--- src/rtl/hc165_pkg.sv ---
// Shared types and constants for the 74HC165 chain reader.
//   hc165_state_t : scan controller state encoding
//   HC165_BITS    : parallel inputs per 74HC165 device
package hc165_pkg;

  localparam int unsigned HC165_BITS = 8;

  typedef enum logic [2:0] {
    StIdle,
    StLoad,
    StShLo,
    StShHi,
    StDone
  } hc165_state_t;

endpackage

--- src/rtl/hc165_phase_timer.sv ---
// Loadable down-counter that times each controller phase.
//   clk, rst_n  : clock, asynchronous active-low reset
//   load        : reload the count with load_val (has priority over counting)
//   load_val    : reload value, phase length minus one
//   phase_done  : high while the count is zero (last cycle of the phase)
module hc165_phase_timer #(
  parameter int unsigned Width = 2
) (
  input  logic             clk,
  input  logic             rst_n,
  input  logic             load,
  input  logic [Width-1:0] load_val,
  output logic             phase_done
);

  logic [Width-1:0] count_q, count_d;

  // Counting stops at zero so an unserviced phase never wraps.
  always_comb begin
    count_d = count_q;
    if (load) begin
      count_d = load_val;
    end else if (count_q != '0) begin
      count_d = count_q - Width'(1);
    end
  end

  always_ff @(posedge clk or negedge rst_n) begin
    if (!rst_n) begin
      count_q <= '0;
    end else begin
      count_q <= count_d;
    end
  end

  assign phase_done = (count_q == '0);

endmodule

--- src/rtl/hc165_reader.sv ---
// Scan controller for a daisy chain of CHAIN 74HC165 shift registers.
// Generates SH/LD, CLK INH and the serial clock, samples qh once per bit
// and publishes the assembled word with a one-cycle valid strobe.
//   clk, rst_n      : clock, asynchronous active-low reset
//   start           : scan request, honoured only when idle
//   auto_en         : restart a scan immediately after each completed one
//   qh              : serial data from the last device of the chain
//   shift_load      : device SH/LD (0 = parallel load)
//   clock_in_hibit  : device CLK INH (1 = shifting inhibited)
//   sclk            : device serial clock
//   busy            : scan in progress
//   data            : last complete word, first received bit in the MSB
//   data_valid      : one-cycle pulse when data updates
module hc165_reader
  import hc165_pkg::*;
#(
  parameter int unsigned CHAIN = 1,
  parameter int unsigned DIV   = 4
) (
  input  logic                         clk,
  input  logic                         rst_n,
  input  logic                         start,
  input  logic                         auto_en,
  input  logic                         qh,
  output logic                         shift_load,
  output logic                         clock_in_hibit,
  output logic                         sclk,
  output logic                         busy,
  output logic [HC165_BITS*CHAIN-1:0] data,
  output logic                         data_valid
);

  localparam int unsigned W    = HC165_BITS * CHAIN;
  localparam int unsigned IdxW = (W > 1) ? $clog2(W) : 1;
  localparam int unsigned CntW = (DIV > 1) ? $clog2(DIV) : 1;

  localparam logic [IdxW-1:0] LastIdx   = IdxW'(W - 1);
  localparam logic [CntW-1:0] PhaseLoad = CntW'(DIV - 1);

  hc165_state_t    state_q, state_d;
  logic [IdxW-1:0] idx_q, idx_d;
  logic [W-1:0]    cap_q, cap_d;
  logic [W-1:0]    data_q, data_d;
  logic            phase_done, phase_load;

  logic shift_load_q, shift_load_d;
  logic inh_q, inh_d;
  logic sclk_q, sclk_d;
  logic busy_q, busy_d;
  logic valid_q, valid_d;

  // Every state entry starts a fresh DIV-cycle phase; idle keeps it primed.
  assign phase_load = (state_d != state_q) || (state_q == StIdle);

  hc165_phase_timer #(
    .Width (CntW)
  ) u_phase_timer (
    .clk        (clk),
    .rst_n      (rst_n),
    .load       (phase_load),
    .load_val   (PhaseLoad),
    .phase_done (phase_done)
  );

  always_comb begin
    state_d = state_q;
    idx_d   = idx_q;
    cap_d   = cap_q;
    unique case (state_q)
      StIdle: begin
        if (start) begin
          state_d = StLoad;
        end
      end
      StLoad: begin
        if (phase_done) begin
          state_d = StShLo;
          idx_d   = '0;
        end
      end
      StShLo: begin
        if (phase_done) begin
          cap_d[LastIdx - idx_q] = qh;
          state_d                = StShHi;
        end
      end
      // The last bit still occupies a high-phase slot (with sclk held low) so
      // a frame is DIV*(2W+1) cycles from load to the valid strobe.
      StShHi: begin
        if (phase_done) begin
          if (idx_q == LastIdx) begin
            state_d = StDone;
          end else begin
            idx_d   = idx_q + IdxW'(1);
            state_d = StShLo;
          end
        end
      end
      StDone: begin
        idx_d   = '0;
        state_d = auto_en ? StLoad : StIdle;
      end
      default: begin
        state_d = StIdle;
      end
    endcase
  end

  // Outputs are decoded from the next state and registered, so they change
  // on the same edge as the state they belong to.
  always_comb begin
    shift_load_d = (state_d != StLoad);
    inh_d        = !((state_d == StShLo) || (state_d == StShHi));
    sclk_d       = (state_d == StShHi) && (idx_d != LastIdx);
    busy_d       = (state_d != StIdle);
    valid_d      = (state_d == StDone);
    data_d       = valid_d ? cap_d : data_q;
  end

  always_ff @(posedge clk or negedge rst_n) begin
    if (!rst_n) begin
      state_q      <= StIdle;
      idx_q        <= '0;
      cap_q        <= '0;
      data_q       <= '0;
      shift_load_q <= 1'b1;
      inh_q        <= 1'b1;
      sclk_q       <= 1'b0;
      busy_q       <= 1'b0;
      valid_q      <= 1'b0;
    end else begin
      state_q      <= state_d;
      idx_q        <= idx_d;
      cap_q        <= cap_d;
      data_q       <= data_d;
      shift_load_q <= shift_load_d;
      inh_q        <= inh_d;
      sclk_q       <= sclk_d;
      busy_q       <= busy_d;
      valid_q      <= valid_d;
    end
  end

  assign shift_load     = shift_load_q;
  assign clock_in_hibit = inh_q;
  assign sclk           = sclk_q;
  assign busy           = busy_q;
  assign data           = data_q;
  assign data_valid     = valid_q;

endmodule
--- config.mk ---
export PLATFORM = sky130hd
export DESIGN_NAME = hc165_reader
export DESIGN_NICKNAME = d
export VERILOG_FILES = /design/src/rtl/hc165_pkg.sv /design/src/rtl/hc165_phase_timer.sv /design/src/rtl/hc165_reader.sv
export SDC_FILE = /design/constraint.sdc
export NUM_CORES = 1
export LEC_CHECK = 0
export ABC_CLOCK_PERIOD_IN_PS = 2000
export BUFFER_PORTS_ARGS = -buffer_cell sky130_fd_sc_hd__buf_4
export CAP_MARGIN = 20
export CORE_MARGIN = 3
export CORE_UTILIZATION = 45
export CTS_CLUSTER_SIZE = 10
export DETAILED_ROUTE_END_ITERATION = 16
export PLACE_DENSITY_LB_ADDON = 0.1
export SYNTH_ARGS = -nofsm -noshare
export SYNTH_HDL_FRONTEND = slang
export SYNTH_SLANG_ARGS = --single-unit
--- constraint.sdc ---
create_clock -name clk -period 2 [get_ports clk]
set_input_delay 0.1 -clock clk [delete_from_list [all_inputs] [get_ports clk]]
set_output_delay 0.1 -clock clk [all_outputs]
set_load 0.02 [all_outputs]
# ---- After elaboration in Yosys (flattened, before gate mapping)
# Cells that the tools add are included.
dict set report word_totals {
  regBits 29
  inputBits 5
  out_inout_bits 13
  wordCells 54
}
dict set report classes {
  addsub 3
  magnitude_cmp 2
  n_eq_ne 11
  muxes 18
  n_reduce_logical 10
}
# cell n
set op_table {}
lappend op_table {{3-bit 2-to-1 mux} 8}
lappend op_table {{8-bit 2-to-1 mux} 2}
lappend op_table {{3-bit case mux with 5 select lines} 1}
lappend op_table {{3-bit by 2-bit equality test with 1-bit output, second input constant} 4}
lappend op_table {{3-bit equality test, second input constant} 3}
lappend op_table {{3-bit case mux with 3 select lines} 1}
lappend op_table {{8-bit bitwise mux} 1}
lappend op_table {{3-bit by 4-bit < comparator with 1-bit output, second input constant} 1}
lappend op_table {{2-bit 2-to-1 mux} 2}
lappend op_table {{2-bit nonzero test} 2}
lappend op_table {{3-bit by 1-bit adder with 3-bit output, second input constant} 1}
lappend op_table {{1-bit demux with 3-bit select} 1}
lappend op_table {{3-bit by 1-bit equality test with 1-bit output, second input constant} 1}
lappend op_table {{3-bit by 1-bit >= comparator with 1-bit output, second input constant} 1}
lappend op_table {{3-bit zero test} 1}
lappend op_table {{3-bit by 1-bit != test with 1-bit output, second input constant} 1}
lappend op_table {{3-bit != test} 1}
lappend op_table {{3-bit != test, second input constant} 1}
lappend op_table {{3-bit nonzero test} 1}
lappend op_table {{3-bit subtractor, first input constant} 1}
lappend op_table {{1-bit logical AND} 2}
lappend op_table {{2-bit zero test} 1}
lappend op_table {{1-bit logical OR} 2}
lappend op_table {{1-bit 2-to-1 mux} 2}
lappend op_table {{other kinds (2)} 2}

# ---- Longest topological paths before layout
dict set report logic_depth {
  word_depth 8
  depth_mapped 7
  depth_no_buf 7
}

# ---- By module
# A second synthesis with hierarchy kept.
dict set report unflattened {
  hier_cells 106
  area_unflattened_um2 1342.5
}
# module instances cells_each area_each_um2 seq_area_each_um2
set modules_own_cells {}
lappend modules_own_cells {hc165_reader 1 94 1228.7 678.2}
lappend modules_own_cells {hc165_phase_timer 1 12 113.9 50.0}

# ---- Worst setup path after synthesis
# Ideal clock, no wire load.
dict set report synth_timing {
  path_kind {reg2reg}
  from {register u_phase_timer.count_q[0]}
  to {register cap_q[3]}
  setup_time_ps 128
  t_arrival_ps 1681
  required_ps 1872
  setup_slack_ps 191
  path_stages_with_launch 7
  path_buffers 0
  synth_period_minus_slack_ps 1809
  cell_sequence {dfrtp_1 -> inv_1 -> ha_1 -> nand3b_2 -> or3_4 -> nor3b_2 -> mux2_1}
}
dict set report synth_via {
  elab_chain_cells 3
}
# element line
set synth_rtl {}
lappend synth_rtl {{start: declaration} hc165_phase_timer.sv:16} ;# logic [Width-1:0] count_q, count_d;
lappend synth_rtl {{start signal: assignment} hc165_phase_timer.sv:32} ;# count_q <= count_d;
lappend synth_rtl {{2-bit zero test} hc165_phase_timer.sv:36} ;# assign phase_done = (count_q == '0);
lappend synth_rtl {{8-bit 2-to-1 mux} hc165_reader.sv:82} ;# if (phase_done) begin
lappend synth_rtl {{8-bit 2-to-1 mux} hc165_reader.sv:69} ;# unique case (state_q)
lappend synth_rtl {{via cap_d[3]} hc165_reader.sv:42} ;# logic [W-1:0] cap_q, cap_d;
lappend synth_rtl {{end signal: assignment} hc165_reader.sv:134} ;# cap_q <= cap_d;
lappend synth_rtl {{end: declaration} hc165_reader.sv:42}
# The timed path passes the listed nets, and every way through them passes these cells.
# A chain may end at the register's enable or synchronous reset.

# ---- Worst setup path in the final report
# Ends and elaborated chain as after synthesis.

==> run_results.csv <==
group,metric,value,unit
die,die_h,60.3,µm
yosys,yosysSeqAreaShare,0.549,
detailed_routing,vias_per_cell,5.34,
timing,max_clock_freq,0.563,GHz
global_routing,met3_usage,0.0497,
timing,fin_tns_setup,0,ns
job,max_cap_violations,0,
yosys,yosys.area_share.simple,0.148,
critical_path,cp_max_fo,4,
die,die_w,60.3,µm
power_and_ir_drop,powerDensity,1120,mW/mm²
final_layout,drive_above_1_share,0.393,
critical_path,r2r_slack,0.22,ns
critical_path,path_cells,"inv_1, ha_1, nand3b_2, or3_4, nor3b_2, mux2_1",
yosys,netlist.area_leader.share,0.509,
placement,dp_hpwl,1.56,mm
global_routing,grt_util_all_layers,0.150,
timing,setup_viol,0,
timing,tightest_slew,0.390,ns
critical_path,crit_required,2.22,ns
power_and_ir_drop,clkPwrFrac,0.227,
critical_path,slowest_stage,"dfrtp_1",
timing,final.setup_skew,0.00835,ns
die,rows,19,
timing,fin_crit,1.78,ns
clock_tree,clk_latency,0.33,ns
yosys,synth_adder_area_share,0.0283,
detailed_routing,drtIter0Drc,21,
detailed_routing,ant_nets,0,
global_routing,grt-busiest-layer,"met2",
timing,rsz0062_at_grt,"false",
clock_tree,cts_root_buf,"clkbuf_4",
clock_tree,clock_sinks,29,
clock_tree,cts_resized,0,
die,ios,18,
timing,relSlewSlack,0.739,
clock_tree,numCtsBuffers,5,
critical_path,reg2reg_from,"u_phase_timer.count_q[0]",
global_routing,grt_use_met2,0.233,
power_and_ir_drop,p_int,1.17,mW
clock_tree,htreeDepth,2,
detailed_routing,drtPass1Iterations,4,
timing,fin_ws,0.225,ns
power_and_ir_drop,power.switching,601,µW
yosys,syn_avg_cell_area,12.1,µm²
placement,gp_congestion,0.845,
yosys,ys_seq_elements,29,
critical_path,cp.arrival,2.00,ns
yosys,synth_cells,110,
critical_path,slowest_delay,0.39,ns
min_path,min_path_type,"input pin to flip-flop",
min_path,hold_start,"start",
power_and_ir_drop,power.total,1.77,mW
global_routing,antenna_found_initial,0,
global_routing,grt_max_degree,30,
detailed_routing,num_vias,887,
global_routing,grt_pass1_vias,862,
clock_tree,ctsHoldBuffers,2,
critical_path,worstRegToRegCells,6,
die,dieArea,0.00364,mm²
die,core_area,0.00278,mm²
power_and_ir_drop,p_seq_frac,0.462,
status,outcome,"finished clean",
final_layout,diodes,0,
timing,finalCritPeriodShare,0.888,
yosys,synth_mux_area_frac,0.143,
critical_path,worstSetupPathType,"flip-flop to flip-flop",
placement,io_buffers,17,
clock_tree,cts_setup_buffers,0,
global_routing,grt_overflow,0,
yosys,syn-num-nets,118,
detailed_routing,drc,0,
clock_tree,tritoncts,"yes",
yosys,synth_compound_area_frac,0.0886,
yosys,synthTopCellsByArea,"dfrtp_1 (51%), mux2_2 (13%), dfstp_2 (4.0%)",
detailed_routing,wl_per_cell,13.4,µm
yosys,synth_top_area_cell,"dfrtp_1",
critical_path,cp-start-kind,"flip-flop",
critical_path,crit_buf_inv,1,
critical_path,path_delay_family,"simple AND/OR/NAND/NOR gates",
power_and_ir_drop,pwr-share-comb,0.311,
final_layout,synthToLayoutAreaGrowth,19.0,%
detailed_routing,wirelength,2.23,mm
yosys,yosys_warnings,0,
yosys,synth-xor-area-share,0.00660,
clock_tree,clk_pin_slew,0.09,ns
placement,dp_slack,0.208,ns
power_and_ir_drop,swShare,0.339,
min_path,min_path_cells,3,
critical_path,end_kind,"flip-flop",
power_and_ir_drop,ir_drop,767,µV
global_routing,met1_usage,0.169,
final_layout,nets,142,
timing,hold_violations,0,
clock_tree,cts_buffer_depth,2,
timing,slew_violations,0,
yosys,synth_top_family_by_area,"simple AND/OR/NAND/NOR gates",
yosys,synthDistinctLibCells,34,
die,initial_core_util,0.477,
critical_path,r2r-end,"cap_q[3]",
global_routing,grt_pass1_wl,3.82,mm
power_and_ir_drop,leakage,0.777,nW
min_path,hold_end,"busy",
yosys,syn_area,0.00133,mm²
[flip-flops by register name, summed over array words and instances (netlist names)]
name and flops:
data_valid 1, cap_q 8, clock_in_hibit 1, shift_load 1, busy 1, sclk 1
idx_q 3, state_q 3, data 8, u_phase_timer.count_q 2
[cells in the mapped netlist, drive strengths merged]
cell type  instances
or2                1
dfrtp             27
mux2i              1
a21oi              2
nand3              4
inv                6
or3                1
nor4               1
o211ai             1
nand4              1
ha                 3
o21a               1
nor3b              4
nor3               2
a21boi             1
buf                2
xor2               1
a32o               1
dfstp              2
a21o               2
or3b               1
a31oi              1
o21ai              7
a311oi             1
nand3b             4
mux2              16
nand2              7
nor2               6
clkbuf             3
[through the flow]
step | hold slack [ns] | util | std cells | area (µm²)
6_report | 0.0431 | 0.568 | 166 | 1580
4_1_cts | 0.0264 | 0.568 | 166 | 1580
3_3_place_gp | 0.0418 | 0.536 | 156 | 1490
3_5_place_dp | 0.0437 | 0.536 | 156 | 1490
2_1_floorplan | -0.196 | - | 110 | 1330
5_1_grt | 0.0400 | 0.568 | 166 | 1580
[final cells by class]
class                           count  area [µm²]
Clock buffer                        7        65.1
Clock inverter                      1        5.00
Fill cell                         238        1200
Inverter                            6        22.5
Multi-Input combinational cell     70         551
Sequential cell                    29         728
Tap cell                           31        38.8
Timing Repair Buffer               22         170
[worst min-delay path: cells and delay by family]
| family | cells | cell delay (ns) |
|---|---|---|
| AO/OA/AOI/OAI | 1 | 0.12 |
| buffers and inverters | 1 | 0.09 |
| AND/OR/NAND/NOR | 1 | 0.03 |
[power by group through the flow]
stage	combinational (mW)	clock [mW]	sequential, mW
6_report	0.552	0.403	0.819
3_5_place_dp	0.554	0	0.831
2_1_floorplan	0.431	0	0.810
4_1_cts	0.562	0.426	0.819
5_1_grt	0.629	0.445	0.839
3_3_place_gp	0.542	0	0.829
[layout by cell type, fill, tap and decap left out, types with 2 or more instances in the layout]
cell type	synthesis	layout
mux2_2	15	15
buf_4	2	20
o21ai_0	5	5
clkbuf_4	0	5
nor2_1	6	6
nand3b_1	3	3
dfrtp_1	27	27
nor3b_2	3	3
dfstp_2	2	2
a21oi_1	2	2
dlygate4sd3_1	0	2
ha_1	3	3
a21o_1	2	2
nand3_1	4	4
nand2_1	7	7
clkbuf_8	0	2
inv_1	6	6
nor3_1	2	2
[cell families (layout without fill, tap and decap cells)]
| group | Yosys count | in the layout |
|---|---|---|
| AND/OR/NAND/NOR | 32 | 32 |
| flip-flops | 29 | 29 |
| AO/OA/AOI/OAI | 17 | 17 |
| multiplexers | 17 | 17 |
| buffers and inverters | 11 | 36 |
| adder cells (fa/ha/maj) | 3 | 3 |
| XOR/XNOR | 1 | 1 |
[how the worst max path moves through the flow]
stage | from | end | slack (ns) | depth (start not counted)
global route | u_phase_timer.count_q[0] | sclk | 0.02 | 7
floorplan | u_phase_timer.count_q[0] | cap_q[3] | 0.19 | 6
finish | u_phase_timer.count_q[0] | cap_q[3] | 0.22 | 6
CTS | u_phase_timer.count_q[0] | cap_q[3] | 0.21 | 6
global placement | u_phase_timer.count_q[0] | cap_q[7] | 0.24 | 6
detailed placement | u_phase_timer.count_q[0] | cap_q[3] | 0.21 | 6
[metal layers]
layer  routed length (µm)  share of wire  vias to the layer above
li1                     -              -                      437
met4                   74          0.033                        0
met1                  985           0.44                      420
met5                    0              0                        -
met3                  108          0.048                        8
met2                 1060           0.48                       22
(Power assumes the default switching activity.)
